`config.mk`:
```
export PLATFORM = sky130hd
export DESIGN_NAME = sent_tx_symbol_gen
export DESIGN_NICKNAME = d
export VERILOG_FILES = /design/src/rtl/sent_tx_pkg.sv /design/src/rtl/sent_tx_frame_acc.sv /design/src/rtl/sent_tx_symbol_gen.sv
export SDC_FILE = /design/constraint.sdc
export NUM_CORES = 1
export LEC_CHECK = 0
export CORE_ASPECT_RATIO = 1.1
export CORE_MARGIN = 4
export CORE_UTILIZATION = 52
export DETAILED_ROUTE_END_ITERATION = 7
export PLACE_DENSITY = 0.73
export SYNTH_ARGS = -nofsm -noshare
export SYNTH_HDL_FRONTEND = slang
export SYNTH_SLANG_ARGS = --single-unit
```
`constraint.sdc`:
```
create_clock -name ticks -period 1.8 [get_ports ticks]
set_input_delay 0.18 -clock ticks [delete_from_list [all_inputs] [get_ports ticks]]
set_output_delay 0.18 -clock ticks [all_outputs]
set_load 0.02 [all_outputs]
```
`src/rtl/sent_tx_pkg.sv`:
```
// Shared types and default parameter constants for the SENT transmit symbol generator.
// Pause support in the generator is compiled in with macro SENT_TX_PAUSE_EN.
package sent_tx_pkg;

    localparam int DEF_LOW_TICKS   = 5;
    localparam int DEF_SYNC_TICKS  = 56;
    localparam int DEF_NIB_OFFSET  = 12;
    localparam int DEF_FRAME_TICKS = 282;
    localparam int DEF_CNT_W       = 10;

    typedef enum logic [1:0] {
        SYM_SYNC  = 2'd0,
        SYM_DATA  = 2'd1,
        SYM_PAUSE = 2'd2,
        SYM_RSVD  = 2'd3
    } sym_type_e;

    typedef enum logic [1:0] {
        ST_IDLE,
        ST_LOW,
        ST_HIGH
    } tx_state_e;

endpackage

```
`src/rtl/sent_tx_frame_acc.sv`:
```
// Frame-length accumulator and pause-length computation; only built when SENT_TX_PAUSE_EN is defined.
module sent_tx_frame_acc
    import sent_tx_pkg::*;
#(
    parameter int SYNC_TICKS  = DEF_SYNC_TICKS,
    parameter int NIB_OFFSET  = DEF_NIB_OFFSET,
    parameter int FRAME_TICKS = DEF_FRAME_TICKS,
    parameter int CNT_W       = DEF_CNT_W
) (
    input  logic             clk,
    input  logic             rst_n,
    input  logic             accept_i,
    input  sym_type_e        sym_type_i,
    input  logic [CNT_W-1:0] data_len_i,
    output logic [CNT_W-1:0] pause_len_o,
    output logic             clamp_o
);

    logic [CNT_W-1:0]        acc_q, acc_d;
    logic signed [CNT_W:0]   room;
    logic [CNT_W:0]          sum;

    // One extra signed bit so an overfull frame yields a negative room instead of wrapping.
    assign room        = $signed((CNT_W+1)'(FRAME_TICKS)) - $signed({1'b0, acc_q});
    assign clamp_o     = room < $signed((CNT_W+1)'(NIB_OFFSET));
    assign pause_len_o = clamp_o ? CNT_W'(NIB_OFFSET) : room[CNT_W-1:0];
    assign sum         = {1'b0, acc_q} + {1'b0, data_len_i};

    always_comb begin
        // NOTE: default assignment first so no path leaves acc_d unassigned (no latch).
        acc_d = acc_q;
        if (accept_i) begin
            case (sym_type_i)
                SYM_SYNC:  acc_d = CNT_W'(SYNC_TICKS);
                SYM_DATA:  acc_d = sum[CNT_W] ? '1 : sum[CNT_W-1:0];
                SYM_PAUSE: acc_d = '0;
                default:   acc_d = acc_q;
            endcase
        end
    end

    always_ff @(posedge clk) begin
        if (!rst_n) acc_q <= '0;
        else        acc_q <= acc_d;
    end

endmodule

```
`src/rtl/sent_tx_symbol_gen.sv`:
```
// SENT transmit symbol generator: each symbol is a fixed low phase followed by a high phase.
// Define SENT_TX_PAUSE_EN to compile in pause symbols and the frame accumulator.
module sent_tx_symbol_gen
    import sent_tx_pkg::*;
#(
    parameter int LOW_TICKS   = DEF_LOW_TICKS,
    parameter int SYNC_TICKS  = DEF_SYNC_TICKS,
    parameter int NIB_OFFSET  = DEF_NIB_OFFSET,
    parameter int FRAME_TICKS = DEF_FRAME_TICKS,
    parameter int CNT_W       = DEF_CNT_W
) (
    input  logic       ticks,
    input  logic       reset_tx_n,
    input  logic       sym_valid,
    input  logic [1:0] sym_type,
    input  logic [3:0] data_nibble,
    output logic       sym_ready,
    output logic       sym_done,
    output logic       sym_err,
    output logic       pause_clamped,
    output logic       busy,
    output logic       data_pulse
);

    if (LOW_TICKS >= NIB_OFFSET) begin : g_chk_low
        $error("LOW_TICKS must be smaller than NIB_OFFSET");
    end
    if (FRAME_TICKS >= (1 << CNT_W)) begin : g_chk_frame
        $error("FRAME_TICKS must fit in CNT_W bits");
    end

    tx_state_e        state_q;
    logic [CNT_W-1:0] cnt_q, hi_len_q, hi_len_d;
    logic             ready_q, done_q, err_q, busy_q, pulse_q;

    logic             accept, req_ok, clamp;
    sym_type_e        req_type;
    logic [CNT_W-1:0] req_len;

    assign accept   = reset_tx_n && sym_valid && ready_q;
    assign req_type = sym_type_e'(sym_type);

`ifdef SENT_TX_PAUSE_EN
    logic [CNT_W-1:0] pause_len;

    sent_tx_frame_acc #(
        .SYNC_TICKS  (SYNC_TICKS),
        .NIB_OFFSET  (NIB_OFFSET),
        .FRAME_TICKS (FRAME_TICKS),
        .CNT_W       (CNT_W)
    ) u_frame_acc (
        .clk         (ticks),
        .rst_n       (reset_tx_n),
        .accept_i    (accept),
        .sym_type_i  (req_type),
        .data_len_i  (req_len),
        .pause_len_o (pause_len),
        .clamp_o     (clamp)
    );
`else
    assign clamp = 1'b0;
`endif

    always_comb begin
        req_ok  = 1'b1;
        req_len = CNT_W'(SYNC_TICKS);
        case (req_type)
            SYM_SYNC:  req_len = CNT_W'(SYNC_TICKS);
            SYM_DATA:  req_len = CNT_W'(NIB_OFFSET) + CNT_W'(data_nibble);
`ifdef SENT_TX_PAUSE_EN
            SYM_PAUSE: req_len = pause_len;
`endif
            default:   req_ok  = 1'b0;
        endcase
        hi_len_d = req_len - CNT_W'(LOW_TICKS);
    end

    // Strobe rides the acceptance cycle itself, so it is decoded rather than registered.
    assign pause_clamped = accept && (req_type == SYM_PAUSE) && clamp;

    always_ff @(posedge ticks) begin
        if (!reset_tx_n) begin
            state_q  <= ST_IDLE;
            cnt_q    <= '0;
            hi_len_q <= '0;
            ready_q  <= 1'b0;
            done_q   <= 1'b0;
            err_q    <= 1'b0;
            busy_q   <= 1'b0;
            pulse_q  <= 1'b1;
        end else begin
            done_q <= 1'b0;
            err_q  <= 1'b0;
            case (state_q)
                ST_IDLE: ready_q <= 1'b1;
                ST_LOW: begin
                    if (cnt_q == '0) begin
                        state_q <= ST_HIGH;
                        cnt_q   <= hi_len_q - CNT_W'(1);
                        pulse_q <= 1'b1;
                        if (hi_len_q == CNT_W'(1)) begin
                            ready_q <= 1'b1;
                            done_q  <= 1'b1;
                        end
                    end else begin
                        cnt_q <= cnt_q - CNT_W'(1);
                    end
                end
                ST_HIGH: begin
                    if (cnt_q == '0) begin
                        state_q <= ST_IDLE;
                        busy_q  <= 1'b0;
                    end else begin
                        cnt_q <= cnt_q - CNT_W'(1);
                        // Next cycle is the last high tick: open the window for a back-to-back request.
                        if (cnt_q == CNT_W'(1)) begin
                            ready_q <= 1'b1;
                            done_q  <= 1'b1;
                        end
                    end
                end
                default: state_q <= ST_IDLE;
            endcase

            if (accept) begin
                if (req_ok) begin
                    state_q  <= ST_LOW;
                    cnt_q    <= CNT_W'(LOW_TICKS - 1);
                    hi_len_q <= hi_len_d;
                    pulse_q  <= 1'b0;
                    busy_q   <= 1'b1;
                    ready_q  <= 1'b0;
                end else begin
                    state_q <= ST_IDLE;
                    err_q   <= 1'b1;
                    busy_q  <= 1'b0;
                    ready_q <= 1'b1;
                    pulse_q <= 1'b1;
                end
            end
        end
    end

    assign sym_ready  = ready_q;
    assign sym_done   = done_q;
    assign sym_err    = err_q;
    assign busy       = busy_q;
    assign data_pulse = pulse_q;

endmodule

```
Yosys cells after proc, flatten, opt, wreduce, memory -nomap -nowiden --
Cells that the tools add are included.
Word-level totals: input port bits 9, flip-flop bits (word level) 27, output and inout port bits 6, word-level logic and storage cells 70
Operators by class: equal/unequal tests 11, muxes and demuxes 31, reductions and logical operators 16, add/subtract/negate cells 4
Operators with widths (count):
- $mux W10 | 4
- $eq A10 B1 Y1 const B | 2
- $pmux W10 S2 | 1
- $sub A10 B1 Y10 const B | 2
- $mux W1 | 19
- $ne A3 B3 Y1 const B | 5
- $logic_not A10 Y1 | 1
- $sub A10 B3 Y10 const B | 1
- $reduce_and A2 Y1 | 4
- $mux W2 | 3
- $mux W6 | 1
- $pmux W2 S3 | 1
- $reduce_bool A2 Y1 | 3
- $add A4 B4 Y5 const A | 1
- $reduce_and A5 Y1 | 1
- $eq A2 B1 Y1 const B | 2
- $logic_not A2 Y1 | 2
- $reduce_bool A4 Y1 | 1
- $pmux W1 S3 | 1
- $reduce_and A3 Y1 | 1
- $eq A2 B2 Y1 const B | 1
- $logic_and A1 B1 Y1 | 2
- $ne A2 B2 Y1 const B | 1
- $pmux W1 S2 | 1
- $reduce_or A2 Y1 | 1

Longest topological paths before layout --
Gate-level depths: netlist of run 1.
depth after elaboration 5, gate-level depth with buffers 8, depth with buffers taken out 7

Least setup slack after synthesis of run 1 --
No wires, ideal clock.
path type register to register, start register cnt_q[0], end register cnt_q[7], arrival 1747 ps, slack -43 ps, cell stages (with the launch flop) 9, setup time 96 ps, cell sequence dfxtp_1 > inv_1 > ha_1 > nor3b_2 > and3_1 > buf_2 > nor2_1 > a21oi_1 > o41ai_2
On the way: cells in the longest elaborated chain, start to end 5, elaborated cells on any way between the ends 7, those cells by class add/sub (1); mux (5); reduce/logical (1)
RTL lines:
- start: declaration | line sent_tx_symbol_gen.sv:33 | logic [CNT_W-1:0] cnt_q, hi_len_q, hi_len_d;
- start signal: assignment | line sent_tx_symbol_gen.sv:99 | cnt_q <= hi_len_q - CNT_W'(1);
- start signal: assignment | line sent_tx_symbol_gen.sv:106 | cnt_q <= cnt_q - CNT_W'(1);
- start signal: assignment | line sent_tx_symbol_gen.sv:114 | cnt_q <= cnt_q - CNT_W'(1);
- $sub A10 B1 Y10 / $logic_not A10 Y1 (equally long branches)
- $mux W10 (on tied branches) | line sent_tx_symbol_gen.sv:110, sent_tx_symbol_gen.sv:97
- $pmux W10 S2 (*) | line sent_tx_symbol_gen.sv:94 | case (state_q)
- $mux W10 | line sent_tx_symbol_gen.sv:126 | if (req_ok) begin
- $mux W10 (*) | line sent_tx_symbol_gen.sv:125 | if (accept) begin
Every way passes the cells marked *; elsewhere a longest branch is shown, timed or not. A chain may end at the register's enable or synchronous reset.

Final worst setup path of run 1 --
start register hi_len_q[1], end register cnt_q[8]
On the way: cells in the longest elaborated chain, start to end 5
RTL lines:
- start: declaration | line sent_tx_symbol_gen.sv:33
- start signal: assignment | line sent_tx_symbol_gen.sv:129 | hi_len_q <= hi_len_d;
- $sub A10 B1 Y10 (*) | line sent_tx_symbol_gen.sv:99
- $mux W10 (*) | line sent_tx_symbol_gen.sv:97 | if (cnt_q == '0) begin
- $pmux W10 S2 (*) | line sent_tx_symbol_gen.sv:94
- $mux W10 | line sent_tx_symbol_gen.sv:126
- $mux W10 (*) | line sent_tx_symbol_gen.sv:125
- end signal: assignment | line sent_tx_symbol_gen.sv:99
- end signal: assignment | line sent_tx_symbol_gen.sv:106
- end signal: assignment | line sent_tx_symbol_gen.sv:128 | cnt_q <= CNT_W'(LOW_TICKS - 1);
Marked as above.

==> flow_summary.yaml, run 1 <==
run_status:
  status: "complete, no violations"
finish:
  n_fill_cell: 255
  n_antenna_cell: 0
  layout-drive-gt1-share_pct: 24.1
  num-nets-final: 281
  stdcell_count: 295
  syn_to_final_growth_pct: 29.0
placement:
  gp_congestion: 0.957
  hpwl_mm: 3.73
  preCtsSetupSlack_ns: -0.167
  placedCellCount: 289
  port_buffers: 13
setup_path:
  cp-start-kind: "flip-flop"
  critPathBufInv: 1
  slowest_stage: "dfxtp_1"
  cp.required_ns: 2.09
  path_class: "reg2reg"
  cp.depth: 6
  crit_chain: "inv_1, ha_1, nor4bb_2, xor2_1, o221ai_1, a21oi_1"
  path_delay_family: "flip-flops"
  cp.arrival_ns: 2.03
  max_stage_delay_ns: 0.43
  crit_fanout: 6
  rr_worst_depth: 6
  worst_setup_path_end_kind: "flip-flop"
clock_tree:
  htreeDepth: 1
  clkSinkCount: 27
  clock_path_buffers: 2
  cts_made_buffers: 3
  worstSkewPairLatency_ns: 0.36
  root_buffer: "clkbuf_4"
  cts.clk_slew.worst_paths_ns: 0.17
  cts_tree: "built"
floorplanning:
  core_mm2: 0.00315
  die-area_mm2: 0.00437
  die_x_um: 63.4
  pin_count: 15
  initial_core_util_pct: 55.7
  die_y_um: 69.0
  rows: 21
grt:
  grt_max_degree: 18
  overflow: 0
  grt_pass1_vias: 1830
  grt_pass1_wl_mm: 8.32
  grt_use_total_pct: 24.1
  antenna_found_initial: 0
drt:
  vias_per_cell: 6.20
  wl_per_cell_um: 17.2
  drtIter0Drc: 201
  ant_nets: 0
  wl_mm: 5.06
  post-route-drc-count: 0
  first_pass_iters: 4
  num_vias: 1830
power_and_ir_drop:
  p_leak_uw: 0.000945
  ir_worst_vdd_v: 0.000491
  power_density_mw_per_mm2: 571
  power_uw: 1290
logic_synthesis:
  yosysTopAreaCell: "dfxtp_1"
  ys_seq_area_share_pct: 30.8
  syn-mean-instance-area_um2: 7.91
  synthFlopType: "dfxtp_1"
  synth_warnings: 0
  yosys_register_bits: 27
  syn_area_mm2: 0.00176
  synth_edf_count: 0
  synth_nets: 241
  synth_top_area_share_pct: 30.8
  synth_cell_types: 53
  netlist_top_cells_area: "dfxtp_1 (31%), ha_1 (7.1%), nand2_1 (6.2%)"
  async_flop_share_pct: 0
  syn-instance-count: 222
sta:
  fmax_ghz: 0.577
  layout_min_cycle_time_ns: 1.73
  hold_viol_final: 0
  fin_setup_tns_ns: 0
  setup_viol: 0
  finalMaxSlewViolations: 0
  hold_ws_ns: 0.425
  clock_skew_ns: 0.00974
  setup_slack_ns: 0.0655
  fin_crit_sh_pct: 96.4
hold_path:
  holdPathStages: 3
  hp-class: "in2reg"
flow_run:
  maxCapViolCount: 0
[per-layer routing]
| metal | GRT usage [%] | vias up | wire length [µm] |
|---|---|---|---|
| li1 | - | 883 | - |
| met1 | 27.1 | 867 | 2060 |
| met2 | 46.3 | 71 | 2640 |
| met3 | 3.08 | 9 | 275 |
| met4 | 9.97 | 0 | 82 |
| met5 | 0 | - | 0 |
[area by class of cell]
type                       count  area (µm²)  share of cell area [%]
clock inverter                 1        7.51                   0.331
clock buffer                   3        22.5                   0.994
tap                           34        42.5                    1.88
inverter                      10        37.5                    1.66
timing repair buffer          47         389                    17.2
sequential                    27         546                    24.1
multi-input combinational    173        1220                    53.9
[worst register-to-register path, delay by kind of cell, from the launching register on]
kind | cells | cell delay (ns)
AOI/OAI and AO/OA | 2 | 0.31
xor gates and xnor gates | 1 | 0.21
adders and majority gates | 1 | 0.26
buffers and inverters | 1 | 0.12
DFF | 1 | 0.43
and+or+nand+nor | 1 | 0.35
[power breakdown]
group          internal [µW]  total [µW]  switching [µW]  leakage (µW)
logic                    169         361             192      0.000710
registers                614         635            20.9      0.000221
clock network           85.6         298             212     0.0000139
total                    869        1290             425      0.000945
[stage by stage]
stage	area, µm²	utilization [%]
after global placement	2120	67.3
after global routing	2270	71.9
final	2270	71.9
after CTS	2160	68.5
after detailed placement	2120	67.3
after floorplan	1760	-
[final timing paths]
kind / start / slack [ns] / to
setup / recovery: hi_len_q[1] / 0.07 / cnt_q[8]
hold / removal: sym_type[1] / 0.42 / sym_err
setup reg to reg: hi_len_q[1] / 0.07 / cnt_q[8]
hold reg to reg: hi_len_q[7] / 0.52 / hi_len_q[7]
[kinds of logic after synthesis]
logic type               synth area share (%)
AND/OR/NAND/NOR                          27.8
AO/OA/AOI/OAI                            24.6
flip-flops                               30.8
buffers and inverters                    4.99
adder cells (fa/ha/maj)                  7.12
XOR/XNOR                                 4.49
other                                   0.213
[state kept, by name, summed over array words and instances, names as in the netlist]
name        cells
cnt_q          10
hi_len_q       10
state_q         2
busy            1
data_pulse      1
sym_done        1
sym_err         1
sym_ready       1
[repair_timing]
item                                    4_1_cts  5_1_grt
setup buffers                                 0        2
resized for setup                             2       20
pin swaps                                     0        4
endpoints found under the setup margin        6       12
hold buffers                                  0        0
[layout by cell type (no fill, tap or decap), drive strengths merged, types with 4 or more instances in the layout]
cell	instances
a21boi	4
a21oi	14
buf	34
clkdlybuf4s50	13
dfxtp	27
ha	10
inv	9
nand2	30
nand3	8
nor2	16
nor3	8
o21ai	13
o31ai	7
xnor2	4
xor2	5
[synth_stat cells, types with 2 or more instances]
master,instances
and3_1,2
dfxtp_1,27
nand2b_1,2
a21o_1,3
nor4_1,2
clkbuf_1,10
nor2_1,16
and2_1,3
nand2_1,29
xnor2_1,4
o21ai_1,6
nor3_1,6
inv_1,9
ha_1,10
nand3_1,8
nand3b_1,2
and3b_1,2
a31oi_1,3
o21ai_0,7
nor3_2,2
nand4_1,3
o221ai_1,3
xor2_1,5
a21oi_1,14
a21boi_1,4
o32ai_1,2
nor2b_1,3
o211a_1,3
o21a_1,2
o31ai_1,7
No activity file was read; power rests on OpenSTA's default activity.
==> run 2, diff against run 1 <==
--- a/config.mk
+++ b/config.mk
@@ -10,6 +10,7 @@
 export CORE_UTILIZATION = 52
 export DETAILED_ROUTE_END_ITERATION = 7
 export PLACE_DENSITY = 0.73
+export SKIP_LAST_GASP = 1
 export SYNTH_ARGS = -nofsm -noshare
 export SYNTH_HDL_FRONTEND = slang
 export SYNTH_SLANG_ARGS = --single-unit
==> results of run 2 <==
No change in the layout: final DEF, timing and power equal those of run 1.
